`src/rtl/wb_write_port.sv`:
```
// -----------------------------------------------------------------------------
// wb_write_port -- MIPS writeback stage
//
// Owns the MEM/WB pipeline register. Formats load data, selects the ALU result
// or the memory data, and drives the Decode register-file write port. It also
// merges a second write source, the multi-cycle mul/div unit, through a
// 1-entry buffer. If that buffer waits too long behind pipeline writes, it
// raises stall_req to force a bubble.
//
// Optional feature macro: WB_FWD_EN
//   defined   : fwd_* repeat reg_write/rd/write_data one cycle later, from
//               registers, so Decode can bypass a write that has just been
//               committed.
//   undefined : fwd_* ports are present and tied to zero.
//
// Parameters
//   AUX_MAX_WAIT  cycles an occupied aux buffer may wait before stall_req is
//                 raised (1..15)
//
// Ports
//   clk             in   pipeline clock, rising edge
//   reset           in   synchronous, active-high reset
//   flush           in   load a bubble into the WB register at this edge
//   mem_valid       in   MEM stage presents an instruction
//   mem_reg_write   in   instruction writes a GPR
//   mem_mem_to_reg  in   1 = load data, 0 = ALU result
//   mem_load_type   in   000 LW, 001 LB, 010 LBU, 011 LH, 100 LHU (others LW)
//   mem_addr_lo     in   byte address bits [1:0] of the load
//   mem_rd          in   destination register
//   mem_alu_result  in   ALU result
//   mem_read_data   in   raw data-memory word
//   aux_valid       in   mul/div result offered
//   aux_rd          in   mul/div destination
//   aux_data        in   mul/div result
//   aux_ready       out  buffer empty; an offer is accepted at this edge
//   stall_req       out  upstream must hold MEM and present it again
//   reg_write       out  register-file write enable
//   rd              out  register-file write address
//   write_data      out  register-file write data
//   wb_retire       out  the WB register holds a valid instruction
//   fwd_valid       out  forwarding valid
//   fwd_rd          out  forwarding register
//   fwd_data        out  forwarding data
// -----------------------------------------------------------------------------
module wb_write_port #(
    parameter int AUX_MAX_WAIT = 4
) (
    input  logic        clk,
    input  logic        reset,
    input  logic        flush,
    input  logic        mem_valid,
    input  logic        mem_reg_write,
    input  logic        mem_mem_to_reg,
    input  logic [2:0]  mem_load_type,
    input  logic [1:0]  mem_addr_lo,
    input  logic [4:0]  mem_rd,
    input  logic [31:0] mem_alu_result,
    input  logic [31:0] mem_read_data,
    input  logic        aux_valid,
    input  logic [4:0]  aux_rd,
    input  logic [31:0] aux_data,
    output logic        aux_ready,
    output logic        stall_req,
    output logic        reg_write,
    output logic [4:0]  rd,
    output logic [31:0] write_data,
    output logic        wb_retire,
    output logic        fwd_valid,
    output logic [4:0]  fwd_rd,
    output logic [31:0] fwd_data
);

    localparam logic [2:0] LT_LW  = 3'b000;
    localparam logic [2:0] LT_LB  = 3'b001;
    localparam logic [2:0] LT_LBU = 3'b010;
    localparam logic [2:0] LT_LH  = 3'b011;
    localparam logic [2:0] LT_LHU = 3'b100;

    localparam logic [3:0] MAX_CNT = 4'(AUX_MAX_WAIT);

    // ---------------------------------------------------------------------
    // MEM/WB pipeline register
    // ---------------------------------------------------------------------
    logic        valid_q, valid_d;
    logic        reg_write_q;
    logic        mem_to_reg_q;
    logic [2:0]  load_type_q;
    logic [1:0]  addr_lo_q;
    logic [4:0]  rd_q;
    logic [31:0] alu_q;
    logic [31:0] rdata_q;

    // ---------------------------------------------------------------------
    // Aux (mul/div) buffer and starvation counter
    // ---------------------------------------------------------------------
    logic        aux_full_q, aux_full_d;
    logic [4:0]  aux_rd_q, aux_rd_d;
    logic [31:0] aux_data_q, aux_data_d;
    logic [3:0]  aux_cnt_q, aux_cnt_d;

    logic        pipe_wr;
    logic        drain;
    logic        aux_accept;
    logic [31:0] load_data;
    logic [31:0] pipe_data;

    // A stall squashes the instruction now in MEM. Upstream holds it and
    // presents it again, so it is captured one cycle later.
    assign valid_d = mem_valid & ~flush & ~stall_req;

    // A pipeline write to $0 is never issued, so it does not block the drain.
    assign pipe_wr = valid_q & reg_write_q & (rd_q != 5'd0);
    assign drain   = aux_full_q & ~pipe_wr;

    assign aux_ready  = ~aux_full_q;
    // An offer to $0 completes the handshake but is not stored.
    assign aux_accept = aux_valid & aux_ready & (aux_rd != 5'd0);

    assign stall_req = aux_full_q & ~drain & (aux_cnt_q == MAX_CNT);
    assign wb_retire = valid_q;

    // ---------------------------------------------------------------------
    // Load formatting (little-endian, lane = addr_lo)
    // ---------------------------------------------------------------------
    logic [7:0]  sel_byte;
    logic [15:0] sel_half;

    assign sel_byte = rdata_q[{addr_lo_q, 3'b000} +: 8];
    // For halfword loads only addr_lo[1] matters; bit 0 is ignored.
    assign sel_half = addr_lo_q[1] ? rdata_q[31:16] : rdata_q[15:0];

    always_comb begin
        // NOTE: assigning a default first means every path drives load_data,
        // so no latch is inferred.
        load_data = rdata_q;
        case (load_type_q)
            LT_LB:   load_data = {{24{sel_byte[7]}}, sel_byte};
            LT_LBU:  load_data = {24'd0, sel_byte};
            LT_LH:   load_data = {{16{sel_half[15]}}, sel_half};
            LT_LHU:  load_data = {16'd0, sel_half};
            LT_LW:   load_data = rdata_q;
            default: load_data = rdata_q;
        endcase
    end

    assign pipe_data = mem_to_reg_q ? load_data : alu_q;

    // ---------------------------------------------------------------------
    // Register-file write port: pipeline first, then aux buffer, else idle
    // ---------------------------------------------------------------------
    always_comb begin
        reg_write  = 1'b0;
        rd         = 5'd0;
        write_data = 32'd0;
        if (pipe_wr) begin
            reg_write  = 1'b1;
            rd         = rd_q;
            write_data = pipe_data;
        end else if (aux_full_q) begin
            reg_write  = 1'b1;
            rd         = aux_rd_q;
            write_data = aux_data_q;
        end
    end

    // ---------------------------------------------------------------------
    // Aux buffer next state. No accept can happen during a drain, because
    // ready is low while the buffer is full.
    // ---------------------------------------------------------------------
    always_comb begin
        aux_full_d = aux_full_q;
        aux_rd_d   = aux_rd_q;
        aux_data_d = aux_data_q;
        if (drain) begin
            aux_full_d = 1'b0;
        end else if (aux_accept) begin
            aux_full_d = 1'b1;
            aux_rd_d   = aux_rd;
            aux_data_d = aux_data;
        end
    end

    // The wait counter runs only while the buffer is blocked. It saturates,
    // so stall_req stays high until the forced bubble lets the buffer drain.
    always_comb begin
        aux_cnt_d = aux_cnt_q;
        if (!aux_full_q || drain) begin
            aux_cnt_d = 4'd0;
        end else if (aux_cnt_q != MAX_CNT) begin
            aux_cnt_d = aux_cnt_q + 4'd1;
        end
    end

    // ---------------------------------------------------------------------
    // Control state: synchronous reset
    // ---------------------------------------------------------------------
    always_ff @(posedge clk) begin
        // NOTE: non-blocking assignments make every register sample the
        // values from before the edge, whatever order the statements are in.
        if (reset) begin
            valid_q    <= 1'b0;
            aux_full_q <= 1'b0;
            aux_cnt_q  <= 4'd0;
        end else begin
            valid_q    <= valid_d;
            aux_full_q <= aux_full_d;
            aux_cnt_q  <= aux_cnt_d;
        end
    end

    // NOTE: the payload registers have no reset. Every use of them is gated
    // by valid_q or aux_full_q, and both of those are reset.
    always_ff @(posedge clk) begin
        reg_write_q  <= mem_reg_write;
        mem_to_reg_q <= mem_mem_to_reg;
        load_type_q  <= mem_load_type;
        addr_lo_q    <= mem_addr_lo;
        rd_q         <= mem_rd;
        alu_q        <= mem_alu_result;
        rdata_q      <= mem_read_data;
        aux_rd_q     <= aux_rd_d;
        aux_data_q   <= aux_data_d;
    end

    // ---------------------------------------------------------------------
    // Forwarding of the write committed at the previous edge
    // ---------------------------------------------------------------------
`ifdef WB_FWD_EN
    logic        fwd_valid_q;
    logic [4:0]  fwd_rd_q;
    logic [31:0] fwd_data_q;

    always_ff @(posedge clk) begin
        if (reset) begin
            fwd_valid_q <= 1'b0;
            fwd_rd_q    <= 5'd0;
            fwd_data_q  <= 32'd0;
        end else begin
            fwd_valid_q <= reg_write;
            fwd_rd_q    <= rd;
            fwd_data_q  <= write_data;
        end
    end

    assign fwd_valid = fwd_valid_q;
    assign fwd_rd    = fwd_rd_q;
    assign fwd_data  = fwd_data_q;
`else
    assign fwd_valid = 1'b0;
    assign fwd_rd    = 5'd0;
    assign fwd_data  = 32'd0;
`endif

endmodule
```
`config.mk`:
```
export PLATFORM = sky130hd
export DESIGN_NAME = wb_write_port
export DESIGN_NICKNAME = d
export VERILOG_FILES = /design/src/rtl/wb_write_port.sv
export SDC_FILE = /design/constraint.sdc
export NUM_CORES = 1
export LEC_CHECK = 0
export ABC_AREA = 1
export BUFFER_PORTS_ARGS = -buffer_cell sky130_fd_sc_hd__buf_2
export CAP_MARGIN = 20
export CORE_MARGIN = 5
export CORE_UTILIZATION = 52
export DETAILED_ROUTE_END_ITERATION = 6
export PLACE_DENSITY = 0.84
export SYNTH_ARGS = -nofsm -noshare
export SYNTH_HDL_FRONTEND = slang
export SYNTH_SLANG_ARGS = --single-unit
```
`constraint.sdc`:
```
create_clock -name clk -period 2.5 [get_ports clk]
set_input_delay 0.125 -clock clk [delete_from_list [all_inputs] [get_ports clk]]
set_output_delay 0.125 -clock clk [all_outputs]
set_load 0.01 [all_outputs]
```
==> impl_metrics.json, run 1 <==
{
  "chipWidth_um": 108.4,
  "synthesis.area_sq_um": 5037,
  "clock_tree_from_tritoncts": "built",
  "port-buffer-count": 158,
  "gp_congestion": 0.8393,
  "netlist_instances": 618,
  "initial_core_util_pct": 52.50,
  "synth_top_family_by_area": "simple AND/OR/NAND/NOR gates",
  "worst_ep_required_time_ps": 2380,
  "grt_setup_unrepaired": "no",
  "core.rowCount": 36,
  "finalClockSkew_ps": 5.759,
  "rrSetupSlack_ps": 540,
  "crit_path_start_kind": "register",
  "synth.mux.area_fraction_pct": 0,
  "grt_start_max_net_pins": 38,
  "combPwrFrac_pct": 12.6,
  "antenna_violations_before_repair": 1,
  "number_of_stages_on_the_worst_hold_path": 2,
  "firstDrtPassIters": 6,
  "syn_to_final_growth_pct": 49.98,
  "cp_max_fo": 18,
  "synth_xor_area_share_pct": 0.1739,
  "io_pins": 197,
  "timing.critical_path.slowest_stage_cell": "sky130_fd_sc_hd__nor2_4",
  "internal_power_mw": 3.991,
  "syn-mean-instance-area_sq_um": 8.151,
  "netlist-cell-type-count": 28,
  "clkSinkCount": 119,
  "most_used_standard_cell_by_instance_count_after_synthesis": "sky130_fd_sc_hd__nand2_1",
  "leakagePower_nw": 3.849,
  "critPathKind": "register to output pin",
  "hp-start": "mem_read_data[2]",
  "number_of_synthesized_flops_with_an_enable_pin": 37,
  "ir_drop_mv": 0.7137,
  "yosysTopAreaCellShare_pct": 32.59,
  "yosys.area_share.adder_pct": 0.4968,
  "timing_startpoint_of_the_critical_path": "rd_q[0]",
  "min_delay_worst_endpoint": "rdata_q[2]",
  "post_cts.repair.setup_buffers": 0,
  "number_of_global_route_vias_before_repair": 5529,
  "share_of_total_power_in_sequential_cells_pct": 41.0,
  "grt_first_pass_wirelength_um": 27800,
  "status": "completed",
  "depth_of_the_cts_h_tree": 4,
  "rr_endpoint": "wb_retire",
  "max-slew-margin-rel_pct": 58.42,
  "globalRouteTotalUtil_pct": 31.20,
  "max_slew.worst_pin.slew_ps": 622.2,
  "synth_top_flop_cell": "sky130_fd_sc_hd__dfxtp_1",
  "clock_power_share_pct": 46.5,
  "simple_gate_portion_of_the_synthesized_area_pct": 29.16,
  "number_of_slew_limit_violations_in_the_final_report": 0,
  "number_of_storage_elements_in_the_synthesis_netlist": 119,
  "synth_area_leaders": "sky130_fd_sc_hd__dfxtp_1 33%, sky130_fd_sc_hd__edfxtp_1 22%, sky130_fd_sc_hd__nand2_1 16%",
  "reg2reg_depth": 8,
  "clk_pin_slew_worst_paths_ps": 60,
  "layout_min_cycle_time_ps": 2353,
  "postRouteWirelength_um": 18180,
  "crit_share_post_route_pct": 94.13,
  "ys_async_sr_fraction_pct": 0,
  "design.final.nets": 1014,
  "worstSetupEndpointType": "output pin",
  "finalSetupViolCount": 0,
  "drt-wirelength-per-cell_um": 17.46,
  "synthTopCellsByCount": "220 x sky130_fd_sc_hd__nand2_1, 82 x sky130_fd_sc_hd__dfxtp_1, 67 x sky130_fd_sc_hd__nor2_1, 45 x sky130_fd_sc_hd__inv_1, 41 x sky130_fd_sc_hd__buf_4",
  "yosysSeqAreaShare_pct": 54.64,
  "max_clock_freq_mhz": 424.9,
  "detail_route.drc_violations": 0,
  "synthDominantAreaCellType": "sky130_fd_sc_hd__dfxtp_1",
  "detailed_place_hpwl_um": 9406,
  "whs_ps": 248.2,
  "number_of_vias_after_detailed_routing": 5426,
  "switching_power_mw": 1.289,
  "setup_ws_ps": 146.7,
  "powerDensity_nw_per_um2": 698.9,
  "tritoncts.num_buffers": 17,
  "floorplan.die_area_sq_um": 11760,
  "number_of_warnings_issued_by_yosys": 0,
  "critPathArrivalTime_ps": 2230,
  "cts-root-buf": "sky130_fd_sc_hd__clkbuf_8",
  "place_ws_ps": 667.5,
  "drive_above_1_share_pct": 23.18,
  "cp_dominant_cell_by_count": "sky130_fd_sc_hd__nand2_1",
  "floorplan.die.height_um": 108.4,
  "finalSetupTns_ps": 0,
  "critPathMaxStageDelay_ps": 530,
  "initialDrtViolationCount": 548,
  "synthesized_area_fraction_occupied_by_ao_oa_aoi_and_oai_cells_pct": 3.179,
  "clock_insertion_delay_worst_skew_ps": 510,
  "cp_cell_sequence": "nor2_1 > nand4_1 > nand2_2 > inv_2 > nor2_4 > nand2_1 > nand2_1 > buf_2",
  "cts_buffer_depth": 2,
  "start_of_the_worst_register_to_register_path": "aux_cnt_q[0]",
  "final_hold_vio_count": 0,
  "detail_route.vias_per_cell": 5.212,
  "switching_share_pct": 24.41,
  "grt_overflow_total": 0,
  "maxCapViolCount": 0,
  "worst_hold_path_type": "input port to register",
  "final_antenna_net_count": 0,
  "floorplan.core_area_sq_um": 9594
}
state kept, by name (all words and copies together), names as in the netlist:
register,count
wb_retire,1
aux_cnt_q,4
load_type_q,3
alu_q,32
aux_full_q,1
rdata_q,32
aux_rd_q,5
addr_lo_q,2
aux_data_q,32
rd_q,5
mem_to_reg_q,1
reg_write_q,1
through the flow:
| step | area [sq um] | utilization (%) | std cells | total power, mW |
|---|---|---|---|---|
| finish | 7555 | 78.74 | 1041 | 5.280 |
| global route | 7552 | 78.72 | 1040 | 5.424 |
| CTS | 7527 | 78.46 | 1038 | 5.189 |
| detailed placement | 5769 | 60.13 | 890 | 2.665 |
| global placement | 5769 | 60.13 | 890 | 2.648 |
| floorplan | 5176 | - | 655 | 2.513 |
placed cells by master, fill, tap and decap left out, types with 17 or more instances in the layout:
cell type                       netlist  layout
sky130_fd_sc_hd__buf_2                8     158
sky130_fd_sc_hd__nand4_1             17      17
sky130_fd_sc_hd__edfxtp_1            37      37
sky130_fd_sc_hd__dlygate4sd3_1        0     117
sky130_fd_sc_hd__inv_1               45      45
sky130_fd_sc_hd__nor2_1              67      67
sky130_fd_sc_hd__nand3_1             33      33
sky130_fd_sc_hd__conb_1               1      38
sky130_fd_sc_hd__dfxtp_1             82      81
sky130_fd_sc_hd__nand2_1            220     220
logic make-up after synthesis:
logic type	after synthesis
AND/OR/NAND/NOR	350
adder cells (fa/ha/maj)	2
buffers and inverters	113
flip-flops	119
XOR/XNOR	1
other	1
AO/OA/AOI/OAI	32
routing by layer:
layer  routed length [um]  track usage, %  up-vias
met1                 6104           33.36     2505
met3                 1714           6.985      102
met4                 1132           19.57        0
li1                     -               -     2420
met2                 9225           55.38      399
met5                    0               0        -
area by class of cell:
class                           count  area, sq um
Antenna cell                        2        5.005
Clock buffer                       22        462.9
Clock inverter                      9        123.9
Fill cell                         563         2039
Inverter                           50        190.2
Multi-Input combinational cell    424         1822
Sequential cell                   119         2754
Tap cell                          133        166.4
Timing Repair Buffer              282         2031
worst max-delay path by stage:
stage                      to  depth (start not counted)
6_report                rd[0]                          8
3_5_place_dp    write_data[7]                         10
3_3_place_gp    write_data[7]                         10
4_1_cts        write_data[16]                         10
5_1_grt         write_data[5]                         10
2_1_floorplan   aux_data_q[0]                          3
critical path, delay by kind of cell (launching register included):
kind          cells  cell delay [ps]
flops             1              310
simple gates      6             1170
buf+inv           2              240
timing repair:
| item | 4_1_cts | 5_1_grt |
|---|---|---|
| gates resized for setup | 0 | 5 |
| hold buffers | 117 | 0 |
| endpoints found under the hold margin | 118 | 0 |
| endpoints found under the setup margin | 0 | 32 |
power groups by stage:
| stage | clock network (mW) | registers [mW] | logic, mW |
|---|---|---|---|
| 2_1_floorplan | 0 | 2.18 | 0.338 |
| 3_3_place_gp | 0 | 2.19 | 0.458 |
| 3_5_place_dp | 0 | 2.19 | 0.470 |
| 4_1_cts | 2.41 | 2.16 | 0.618 |
| 5_1_grt | 2.53 | 2.17 | 0.721 |
| 6_report | 2.45 | 2.16 | 0.663 |
Power figures use the tool's default switching activity.
==> run 2, diff against run 1 <==
- CTS_BUF_LIST: default -> sky130_fd_sc_hd__clkbuf_4 sky130_fd_sc_hd__clkbuf_8 sky130_fd_sc_hd__clkbuf_16
==> run 2 against run 1 <==
Net effect:
- critical path depth did not move
- die area did not move
- first-iteration DRC count fell by 9.3%
- clock skew barely moved
- wire length rose by 1.1%
- combinational power barely moved
- register-to-register slack barely moved
- sequential cell count did not move
- largest cell class unchanged
==> impl_metrics.json, run 2 (same netlist as run 1, synthesis figures left out) <==
{
  "status": "completed",
  "worstSetupEndpointType": "output pin",
  "worst_hold_path_type": "input port to register",
  "finalClockSkew_ps": 5.795,
  "detailed_place_hpwl_um": 9406,
  "worst_path_dominant_cell_family": "simple AND/OR/NAND/NOR gates",
  "cp_max_fo": 18,
  "finalSetupTns_ps": 0,
  "leading_cell_types_in_the_layout_fill_and_taps_excluded": "220 x sky130_fd_sc_hd__nand2_1, 158 x sky130_fd_sc_hd__buf_2, 117 x sky130_fd_sc_hd__dlygate4sd3_1, 81 x sky130_fd_sc_hd__dfxtp_1, 67 x sky130_fd_sc_hd__nor2_1",
  "critPathArrivalTime_ps": 2280,
  "floorplan.die_area_sq_um": 11760,
  "number_of_vias_after_detailed_routing": 5435,
  "number_of_global_route_vias_before_repair": 5651,
  "drive_above_1_share_pct": 23.40,
  "cts_buffer_depth": 2,
  "initial_core_util_pct": 52.50,
  "maxCapViolCount": 0,
  "post_cts.repair.setup_buffers": 0,
  "detail_route.vias_per_cell": 5.226,
  "drt-wirelength-per-cell_um": 17.67,
  "tritoncts.num_buffers": 17,
  "syn_to_final_growth_pct": 50.07,
  "powerDensity_nw_per_um2": 700.4,
  "crit_path_start_kind": "register",
  "rrSetupSlack_ps": 530,
  "port-buffer-count": 158,
  "leakagePower_nw": 3.856,
  "io_pins": 197,
  "internal_power_mw": 4.012,
  "cts-root-buf": "sky130_fd_sc_hd__clkbuf_8",
  "postRouteWirelength_um": 18380,
  "firstDrtPassIters": 5,
  "layout_min_cycle_time_ps": 2405,
  "share_of_total_power_in_sequential_cells_pct": 40.9,
  "floorplan.core_area_sq_um": 9594,
  "detail_route.drc_violations": 0,
  "cp_dominant_cell_by_count": "sky130_fd_sc_hd__nand2_1",
  "grt_first_pass_wirelength_um": 27940,
  "globalRouteTotalUtil_pct": 31.49,
  "clock_tree_from_tritoncts": "built",
  "layout.filler_cells": 539,
  "place_inst": 890,
  "antenna_violations_before_repair": 0,
  "number_of_slew_limit_violations_in_the_final_report": 0,
  "final_hold_vio_count": 0,
  "timing.critical_path.buf_inv": 2,
  "finish.utilization_pct": 78.80,
  "clock_insertion_delay_worst_skew_ps": 510,
  "clkSinkCount": 119,
  "core.rowCount": 36,
  "finalSetupViolCount": 0,
  "reg_top3": "alu_q: 32 flops, aux_data_q: 32 flops, rdata_q: 32 flops",
  "worst_ep_required_time_ps": 2380,
  "crit_share_post_route_pct": 96.18,
  "ir_drop_mv": 0.5137,
  "combPwrFrac_pct": 12.6,
  "max_clock_freq_mhz": 415.9,
  "clk_pin_slew_worst_paths_ps": 60,
  "gp_congestion": 0.8393,
  "critPathMaxStageDelay_ps": 530,
  "floorplan.die.height_um": 108.4,
  "max_slew.worst_pin.slew_ps": 633.7,
  "design.final.nets": 1014,
  "depth_of_the_cts_h_tree": 4,
  "max-slew-margin-rel_pct": 57.71,
  "whs_ps": 246.9,
  "grt_overflow_total": 0,
  "switching_power_mw": 1.283,
  "chipWidth_um": 108.4,
  "initialDrtViolationCount": 497,
  "final_antenna_net_count": 0,
  "final_cell_count_no_fill": 1040,
  "grt_start_max_net_pins": 38,
  "final_common_cell": "sky130_fd_sc_hd__nand2_1",
  "timing.critical_path.slowest_stage_cell": "sky130_fd_sc_hd__nor2_4",
  "switching_share_pct": 24.22,
  "critPathKind": "register to output pin",
  "cp_cell_sequence": "nor2_1 > nand4_1 > nand2_2 > inv_2 > nor2_4 > nand2_1 > nand2_1 > buf_2",
  "grt_setup_unrepaired": "no",
  "clock_power_share_pct": 46.5
}
run 2: cell types whose count changed in the layout (fill, tap and decap cells not counted), sizes merged:
| cell | delta |
|---|---|
| diode | -1 |
run 2: power by group through the flow:
stage | clock network [mW] | logic (mW) | registers [mW]
finish | 2.46 | 0.665 | 2.17
global route | 2.55 | 0.721 | 2.17
CTS | 2.43 | 0.616 | 2.16
detailed placement | 0 | 0.470 | 2.19
global placement | 0 | 0.458 | 2.19
floorplan | 0 | 0.338 | 2.18
run 2: per-layer routing:
layer  GRT usage (%)  wire, um
met1           32.02      6045
met5               0         0
met3           9.075      1918
met4           21.46      1234
met2           55.47      9179
run 2: per-stage QoR:
stage | setup WS [ps] | power (mW) | cell area (sq um)
after floorplan | 710.4 | 2.513 | 5176
after global placement | 709.6 | 2.648 | 5769
after detailed placement | 667.5 | 2.665 | 5769
after CTS | 115.5 | 5.204 | 7535
after global routing | 41.93 | 5.443 | 7557
final | 95.45 | 5.295 | 7560
run 2: what timing repair did:
item                       CTS  global route
hold buffers               117             0
setup endpoints to repair    0            33
hold endpoints to repair   117             0
resized for setup            0             4
run 2: final timing paths:
kind,from,end,depth (start not counted)
max reg2reg,aux_cnt_q[0],wb_retire,8
min reg2reg,aux_cnt_q[1],aux_cnt_q[1],2
max,rd_q[0],write_data[29],8
min,mem_read_data[2],rdata_q[2],2
run 2: area by class of cell:
cell class              count  area [sq um]  share of cell area (%)
clock buffers              22         470.5                   6.223
multi-input cells         424          1822                   24.10
inverters                  50         190.2                   2.516
clock inverters             9         123.9                   1.639
flip-flops and latches    119          2754                   36.43
repair buffers            282          2031                   26.86
well taps                 133         166.4                   2.201
diodes                      1         2.502                 0.03310
run 2: worst register-to-register path, stage by stage (launching register included):
cell,delay [ps]
sky130_fd_sc_hd__dfxtp_1,340
sky130_fd_sc_hd__inv_1,110
sky130_fd_sc_hd__ha_1,200
sky130_fd_sc_hd__nand3_1,200
sky130_fd_sc_hd__inv_1,170
sky130_fd_sc_hd__nand3_1,150
sky130_fd_sc_hd__nand3_1,100
sky130_fd_sc_hd__dlygate4sd3_1,540
sky130_fd_sc_hd__inv_1,50
==> run 3, diff against run 2 <==
- PLACE_DENSITY: 0.84 -> 0.95
==> run 3 against run 2 <==
Net effect:
- the run now ends with DRC left
- sequential share of layout area down 0.20 points
- clock power up 9.3%
- critical path depth down 3
- critical endpoint is now write_data[28]
- cell count up 0.48%
==> impl_metrics.json, run 3 (same netlist as run 1, synthesis figures left out) <==
{
  "status": "finished with violations",
  "failed_checks": "DRC",
  "cp_dominant_cell_by_count": "sky130_fd_sc_hd__nand2_1",
  "min_delay_worst_endpoint": "rd_q[3]",
  "clk_pin_slew_worst_paths_ps": 70,
  "initial_core_util_pct": 52.50,
  "detail_route.vias_per_cell": 5.578,
  "clock_insertion_delay_worst_skew_ps": 530,
  "cts_buffer_depth": 2,
  "leakagePower_nw": 3.879,
  "grt_overflow_total": 0,
  "worst_hold_path_type": "input port to register",
  "final_antenna_net_count": 0,
  "number_of_slew_limit_violations_in_the_final_report": 0,
  "floorplan.die_area_sq_um": 11760,
  "drt-wirelength-per-cell_um": 19.97,
  "maxCapViolCount": 0,
  "powerDensity_nw_per_um2": 732.1,
  "cts-root-buf": "sky130_fd_sc_hd__clkbuf_8",
  "area_of_combinational_cells_with_multiple_inputs_sq_um": 1810,
  "io_pins": 197,
  "worst_ep_required_time_ps": 2380,
  "syn_to_final_growth_pct": 50.89,
  "finalSetupViolCount": 0,
  "depth_of_the_cts_h_tree": 4,
  "initialDrtViolationCount": 903,
  "worst_path_dominant_cell_family": "flip-flops",
  "gp_congestion": 0.8906,
  "design.final.nets": 1018,
  "grt_start_max_net_pins": 38,
  "rr_endpoint": "wb_retire",
  "max_slew.worst_pin.slew_ps": 672.5,
  "globalRouteTotalUtil_pct": 34.11,
  "reg_top3": "alu_q: 32 flops, aux_data_q: 32 flops, rdata_q: 32 flops",
  "max-slew-margin-rel_pct": 55.17,
  "core.rowCount": 36,
  "number_of_stages_on_the_worst_hold_path": 2,
  "worstSetupEndpointType": "output pin",
  "layout.filler_cells": 483,
  "tritoncts.num_buffers": 17,
  "rrSetupSlack_ps": 500,
  "drive_above_1_share_pct": 23.38,
  "port-buffer-count": 158,
  "setup_ws_ps": 68.71,
  "postRouteWirelength_um": 20870,
  "floorplan.core_area_sq_um": 9594,
  "clock_tree_from_tritoncts": "built",
  "timing.critical_path.slowest_stage_cell": "sky130_fd_sc_hd__dfxtp_2",
  "timing.critical_path.buf_inv": 2,
  "clkSinkCount": 119,
  "number_of_vias_after_detailed_routing": 5829,
  "number_of_global_route_vias_before_repair": 5680,
  "final_hold_vio_count": 0,
  "chipWidth_um": 108.4,
  "finalClockSkew_ps": 11.98,
  "layout_min_cycle_time_ps": 2431,
  "detailed_place_hpwl_um": 9218,
  "firstDrtPassIters": 7,
  "critPathKind": "register to output pin",
  "crit_path_start_kind": "register",
  "leading_cell_types_in_the_layout_fill_and_taps_excluded": "220 x sky130_fd_sc_hd__nand2_1, 158 x sky130_fd_sc_hd__buf_2, 117 x sky130_fd_sc_hd__dlygate4sd3_1, 81 x sky130_fd_sc_hd__dfxtp_1, 67 x sky130_fd_sc_hd__nor2_1",
  "reg2reg_depth": 8,
  "antenna_violations_before_repair": 1,
  "ir_drop_mv": 0.5976,
  "timing_startpoint_of_the_critical_path": "mem_to_reg_q",
  "critPathArrivalTime_ps": 2310,
  "place_ws_ps": 686.9,
  "hp-start": "mem_rd[3]",
  "place_inst": 891,
  "cp_cell_sequence": "buf_4 > nand2_1 > o21ai_1 > nand2_1 > buf_2",
  "start_of_the_worst_register_to_register_path": "aux_cnt_q[0]",
  "max_clock_freq_mhz": 411.3,
  "grt_first_pass_wirelength_um": 30160,
  "final_cell_count_no_fill": 1045,
  "crit_share_post_route_pct": 97.25,
  "cp_max_fo": 30,
  "critPathMaxStageDelay_ps": 770,
  "floorplan.die.height_um": 108.4,
  "final-seq-area_sq_um": 2754,
  "detail_route.drc_violations": 2,
  "final_common_cell": "sky130_fd_sc_hd__nand2_1"
}
-- run 3: cell count changes in the layout (fill, tap and decap cells not counted) --
| cell | previous run | this run |
|---|---|---|
| sky130_fd_sc_hd__inv_6 | 0 | 1 |
| sky130_fd_sc_hd__clkbuf_4 | 2 | 0 |
| sky130_fd_sc_hd__nor2_4 | 2 | 1 |
| sky130_fd_sc_hd__bufinv_16 | 3 | 5 |
| sky130_fd_sc_hd__clkinv_2 | 3 | 1 |
| sky130_fd_sc_hd__buf_12 | 1 | 0 |
| sky130_fd_sc_hd__clkinvlp_4 | 2 | 1 |
| sky130_fd_sc_hd__clkbuf_8 | 4 | 1 |
| sky130_fd_sc_hd__clkinv_1 | 1 | 5 |
| sky130_fd_sc_hd__buf_4 | 5 | 11 |
| sky130_fd_sc_hd__clkinv_4 | 0 | 2 |
-- run 3: timing repair --
item | 4_1_cts | 5_1_grt
resized for setup | 0 | 3
endpoints found under the hold margin | 115 | 0
setup endpoints to repair | 0 | 24
hold buffers | 117 | 0
buffers inserted | 0 | 4
-- run 3: power breakdown --
part	switching, mW	internal [mW]	total, mW
Combinational	0.390	0.308	0.698
Clock	0.986	1.71	2.69
Sequential	0.0667	2.11	2.17
Total	1.44	4.12	5.56
-- run 3: stage by stage --
step	hold slack [ps]	power (mW)	utilization, %	TNS [ps]	cell area, sq um
floorplan	152.7	2.513	-	0	5176
global placement	227.6	2.642	60.08	0	5764
detailed placement	228.6	2.655	60.08	0	5764
CTS	233.9	5.334	78.77	0	7557
global route	226.7	5.668	79.23	-22.73	7601
finish	224.9	5.565	79.23	0	7601
-- run 3: final cells by class --
cell class	instances	share of cell area [%]
diodes	1	0.03292
clock buffers	17	5.449
multi-input cells	423	23.82
clock inverters	15	2.733
inverters	50	2.502
flip-flops and latches	119	36.23
well taps	133	2.189
repair buffers	287	27.05
-- run 3: worst max-delay path by stage --
stage | slack, ps | to | cells after the start
finish | 70 | write_data[28] | 5
CTS | 130 | write_data[8] | 10
global route | -10 | write_data[28] | 9
global placement | 730 | write_data[7] | 10
floorplan | 710 | aux_data_q[0] | 3
detailed placement | 690 | write_data[5] | 10
-- run 3: per-layer routing --
metal	share of wire [%]	global-route usage (%)	up-vias
li1	-	-	2430
met1	32	36.89	2580
met2	47	57.55	630
met3	12	9.433	189
met4	8.5	23.81	0
met5	0	0	-
